$ cat src/rtl/sync_fifo_param.sv
`default_nettype none
// ============================================================================
// Module   : sync_fifo_param
// Summary  : Single-clock FIFO with occupancy count, thresholds, sticky error
//            flags, synchronous flush and show-ahead or registered read data.
// Revision : 1.0
// ============================================================================
module sync_fifo_param #(
    parameter int DATA_W    = 8,
    parameter int DEPTH     = 16,
    parameter int ADDR_W    = $clog2(DEPTH),
    parameter int AF_THRESH = DEPTH - 2,
    parameter int AE_THRESH = 1,
    parameter bit FWFT      = 1'b1
) (
    input  logic              clk,
    input  logic              rst,
    input  logic              clr,
    input  logic              write_en,
    input  logic [DATA_W-1:0] data_in,
    input  logic              read_en,
    output logic [DATA_W-1:0] data_out,
    output logic              full,
    output logic              empty,
    output logic              almost_full,
    output logic              almost_empty,
    output logic [ADDR_W:0]   count,
    output logic              overflow,
    output logic              underflow
);

    localparam logic [ADDR_W:0] c_depth_cnt = (ADDR_W + 1)'(DEPTH);
    localparam logic [ADDR_W:0] c_af_lvl    = (ADDR_W + 1)'(AF_THRESH);
    localparam logic [ADDR_W:0] c_ae_lvl    = (ADDR_W + 1)'(AE_THRESH);

    logic [DATA_W-1:0] mem_q [DEPTH];

    logic [ADDR_W-1:0] wr_ptr_q, wr_ptr_d;
    logic [ADDR_W-1:0] rd_ptr_q, rd_ptr_d;
    logic [ADDR_W:0]   count_q, count_d;
    logic              overflow_q, overflow_d;
    logic              underflow_q, underflow_d;

    logic w_full;
    logic w_empty;
    logic w_wr_acc;
    logic w_rd_acc;

    // Status is decoded from the registered count only, so a full FIFO stays
    // full for the whole cycle regardless of a concurrent read.
    assign w_full   = (count_q == c_depth_cnt);
    assign w_empty  = (count_q == '0);
    assign w_wr_acc = write_en && !w_full && !clr;
    assign w_rd_acc = read_en && !w_empty && !clr;

    always_comb begin
        wr_ptr_d    = wr_ptr_q;
        rd_ptr_d    = rd_ptr_q;
        count_d     = count_q;
        overflow_d  = overflow_q;
        underflow_d = underflow_q;

        if (clr) begin
            wr_ptr_d    = '0;
            rd_ptr_d    = '0;
            count_d     = '0;
            overflow_d  = 1'b0;
            underflow_d = 1'b0;
        end else begin
            if (w_wr_acc) begin
                wr_ptr_d = wr_ptr_q + 1'b1;
            end
            if (w_rd_acc) begin
                rd_ptr_d = rd_ptr_q + 1'b1;
            end
            if (w_wr_acc && !w_rd_acc) begin
                count_d = count_q + 1'b1;
            end else if (w_rd_acc && !w_wr_acc) begin
                count_d = count_q - 1'b1;
            end
            if (write_en && w_full) begin
                overflow_d = 1'b1;
            end
            if (read_en && w_empty) begin
                underflow_d = 1'b1;
            end
        end
    end

    always_ff @(posedge clk or posedge rst) begin
        if (rst) begin
            wr_ptr_q    <= '0;
            rd_ptr_q    <= '0;
            count_q     <= '0;
            overflow_q  <= 1'b0;
            underflow_q <= 1'b0;
        end else begin
            wr_ptr_q    <= wr_ptr_d;
            rd_ptr_q    <= rd_ptr_d;
            count_q     <= count_d;
            overflow_q  <= overflow_d;
            underflow_q <= underflow_d;
        end
    end

    // Storage carries no reset; stale contents are unreachable once the
    // pointers and count are cleared.
    always_ff @(posedge clk) begin
        if (w_wr_acc && !rst) begin
            mem_q[wr_ptr_q] <= data_in;
        end
    end

    generate
        if (FWFT) begin : g_fwft
            assign data_out = w_empty ? '0 : mem_q[rd_ptr_q];
        end else begin : g_reg
            logic [DATA_W-1:0] dout_q, dout_d;

            always_comb begin
                dout_d = dout_q;
                if (clr) begin
                    dout_d = '0;
                end else if (w_rd_acc) begin
                    dout_d = mem_q[rd_ptr_q];
                end
            end

            always_ff @(posedge clk or posedge rst) begin
                if (rst) begin
                    dout_q <= '0;
                end else begin
                    dout_q <= dout_d;
                end
            end

            assign data_out = dout_q;
        end
    endgenerate

    assign full         = w_full;
    assign empty        = w_empty;
    assign almost_full  = (count_q >= c_af_lvl);
    assign almost_empty = (count_q <= c_ae_lvl);
    assign count        = count_q;
    assign overflow     = overflow_q;
    assign underflow    = underflow_q;

endmodule
`default_nettype wire

$ cat config.mk
export PLATFORM = sky130hd
export DESIGN_NAME = sync_fifo_param
export DESIGN_NICKNAME = d
export VERILOG_FILES = /design/src/rtl/sync_fifo_param.sv
export SDC_FILE = /design/constraint.sdc
export NUM_CORES = 1
export LEC_CHECK = 0
export BUFFER_PORTS_ARGS = -buffer_cell sky130_fd_sc_hd__buf_2
export CAP_MARGIN = 20
export CELL_PAD_IN_SITES_DETAIL_PLACEMENT = 0
export CELL_PAD_IN_SITES_GLOBAL_PLACEMENT = 1
export CORE_MARGIN = 2
export CORE_UTILIZATION = 33
export CTS_CLUSTER_DIAMETER = 50
export DETAILED_ROUTE_END_ITERATION = 10
export HOLD_SLACK_MARGIN = 0.02
export PLACE_DENSITY_LB_ADDON = 0.1
export SYNTH_ARGS = -nofsm -noshare
export SYNTH_HDL_FRONTEND = slang
export SYNTH_SLANG_ARGS = --single-unit
$ cat constraint.sdc
create_clock -name clk -period 3.85 [get_ports clk]
set_clock_uncertainty 0.15 [all_clocks]
set_input_delay 0 -clock clk [delete_from_list [all_inputs] [get_ports clk]]
set_output_delay 0 -clock clk [all_outputs]
set_load 0.02 [all_outputs]
==> summary.txt <==
Power
  – Sw frac: 0.283
  – Maximum VDD drop: between 0.3 and 0.4 mV
  – Logic pwr share: 0.226
  – Power Total: roughly 4.2 mW
  – Clock share of power: 0.341
  – Internal power: slightly above 3 mW
  – Part of the power in registers: 0.433
  – PD cells: roughly 600 nW/µm²
  – Psw: about 1.2 mW
  – Leak pwr: 2.41 nW

Job
  – Maxcap violations: 0

STA
  – Fin worst setup slack: ~0.73 ns
  – Fin crit share: 0.811
  – Relative slew slack: 0.479
  – Setup_tns: 0 ns
  – Worst hold slack: around 0.079 ns
  – Max-slew violation count: 0
  – Fin. Hold Viols: 0
  – Setup violations, final: 0
  – Slew @ Worst Pin: 0.778 ns
  – Final Critical Period: roughly 3.1 ns
  – RSZ-0062 raised after global routing: false
  – Max Clock Freq: around 0.32 GHz

Logic synthesis
  – Post-synth net total: around 350
  – Most used flip-flop cell after synthesis: edfxtp_1
  – Commonest cells post-synth: edfxtp_1, mux4_2, nor2_1
  – Yosys synthesis warning count: 0
  – Avg Inst Size Synth: about 18 µm²
  – Post-Syn Area: 5960 µm²
  – Async SR Flop Fraction: 0.105
  – Area leader, netlist: edfxtp_1
  – Post-synth EDFFs: between 100 and 150
  – Netlist cell types: 36
  – Sequential area share after synthesis: 0.708
  – Post-synth top area share: 0.645
  – Post-synthesis register bit count: between 100 and 150
  – Mapped Cells: 331
  – Top-count cell post-synth: edfxtp_1
  – Synth area leaders: edfxtp_1, mux4_2, dfrtp_1, ha_1, mux2_2

Setup path
  – CP most frequent cell: inv_1
  – Crit Path Category: flip-flop to flip-flop
  – Crit path largest cell delay: around 0.64 ns
  – Crit path capture type: flip-flop
  – Crit path max-delay cell type: nor2_1
  – Critical path arrival: ~3.0 ns
  – Worst r2r path cells: 7
  – Crit path max fanout: 8
  – Worst Setup Start Kind: flip-flop
  – CP cell instances: inv_1 > ha_1 > nand4bb_1 > inv_1 > nor4b_1 > nand2_1 > nor2_1
  – Req. time, crit path: between 3 and 4 ns

Detailed routing
  – Drt first-iter violations: 213
  – Post-Route WL: around 13000 µm
  – DRC: 0
  – Pre-antenna DRT Iters: 4
  – Post-route ant nets: 0
  – Drt via density: 4.85
  – DR WL/cell: about 20 µm
  – Vias: ~3100

GRT
  – Number of global-route vias before repair: roughly 3400
  – GRT Total Usage: 0.143
  – GRT Residual Overflow: 0
  – Largest net degree at the start of global routing: 20
  – Initial antenna violation count: 0
  – First-pass GRT wire length: 20100 µm

Place
  – HPWL after detailed placement: a little over 8000 µm
  – RD Place Congestion: roughly 0.76
  – Post-Place Worst Slack: 0.675 ns
  – I/O Buffers: 31

Die
  – Rows: just under 50
  – Die width: 138 µm
  – Ports: 32
  – Starting Density: 0.334
  – Core Area: roughly 18000 µm²
  – Die Y: roughly 140 µm
  – Full die area: approximately 19000 µm²

CTS
  – Maximum clock path buffer count: 2
  – CTS Sinks: between 100 and 150
  – Skew-Pair Late Insertion Delay: around 0.41 ns
  – H-tree depth: 4
  – Clock Root Buffer: clkbuf_16
  – Reg clk slew, reported paths: 0.06 ns
  – TritonCTS clock tree: yes
  – Num CTS Buffers: 17

Cells and area
  – Layout cell share with drive strength beyond 1: 0.295
  – Layout Nets: ~410
  – Diode count: 0
  – P&R area growth vs syn: 18.9%

Hold path
  – HP Class: input port to async pin

Run status
  – Status: complete, no violations
## power groups by stage
| stage | sequential (mW) | combinational [mW] | clock, mW |
|---|---|---|---|
| 2_1_floorplan | 1.82 | 0.729 | 0 |
| 3_5_place_dp | 1.88 | 0.971 | 0 |
| 6_report | 1.84 | 0.959 | 1.45 |
| 3_3_place_gp | 1.87 | 0.974 | 0 |
| 4_1_cts | 1.84 | 0.987 | 1.48 |
| 5_1_grt | 1.86 | 1.05 | 1.55 |
## cell type report
| type | count | area [µm²] |
|---|---|---|
| clock buffers | 20 | 437 |
| clock inverters | 11 | 75.1 |
| fillers | 1655 | 10800 |
| inverters | 7 | 26.3 |
| multi-input cells | 160 | 1610 |
| flip-flops and latches | 143 | 4220 |
| well taps | 229 | 287 |
| repair buffers | 62 | 433 |
## per-stage QoR
stage,instances,utilization,area [µm²]
floorplan,331,-,5960
global placement,588,0.361,6440
detailed placement,588,0.361,6440
CTS,632,0.397,7080
global route,632,0.397,7080
finish,632,0.397,7080
## cells in the final DEF, fill, tap and decap left out, types with 4 or more instances in the layout
| cell | n |
|---|---|
| edfxtp_1 | 128 |
| nor3_1 | 6 |
| a21oi_1 | 14 |
| nand3_1 | 5 |
| dfrtp_1 | 14 |
| xor2_1 | 4 |
| clkbuf_16 | 17 |
| clkinv_1 | 6 |
| ha_1 | 10 |
| mux2_2 | 11 |
| buf_2 | 31 |
| mux2i_1 | 9 |
| nand2_1 | 9 |
| buf_4 | 17 |
| o21ai_0 | 10 |
| nor2_1 | 27 |
| dlygate4sd3_1 | 13 |
| mux4_2 | 32 |
| inv_1 | 7 |
## repair_timing
item / CTS / global route
hold buffers: 13 / 0
setup buffers: 0 / 0
resized for setup: 0 / 0
hold endpoints to repair: 158 / 0
## logic make-up after synthesis
kind of cell / share of synthesized area
DFF: 0.708
xor gates and xnor gates: 0.0126
and+or+nand+nor: 0.0485
muxes: 0.157
buffers and inverters: 0.0221
AOI/OAI and AO/OA: 0.0288
adders and majority gates: 0.0229
## sequential cells by signal, summed over array words and instances (netlist names)
signal / flops
overflow: 1
wr_ptr_q: 4
mem_q: 128
underflow: 1
rd_ptr_q: 4
count: 5
## worst paths after layout
kind	start	end	slack [ns]
worst max register to register	count[1]	mem_q[6][2]	0.73
worst min-delay path	rst	underflow	0.08
worst max-delay path	count[1]	mem_q[6][2]	0.73
worst min register to register	underflow	underflow	0.36
max in group asynchronous	rst	rd_ptr_q[0]	3.01
min in group clk	write_en	overflow	0.36
## layer usage
metal / vias to the layer above / part of all wire / global-route usage
met5: - / 0 / 0
met4: 0 / 0.0097 / 0.0387
met3: 10 / 0.029 / 0.0381
met2: 43 / 0.51 / 0.246
met1: 1592 / 0.45 / 0.179
li1: 1420 / - / -
## worst max-delay path, delay by kind of cell, from the launching register on
kind	cells	cell delay, ns
and+or+nand+nor	4	1.65
adders and majority gates	1	0.23
buffers and inverters	2	0.27
DFF	1	0.46
(Power assumes the default switching activity.)
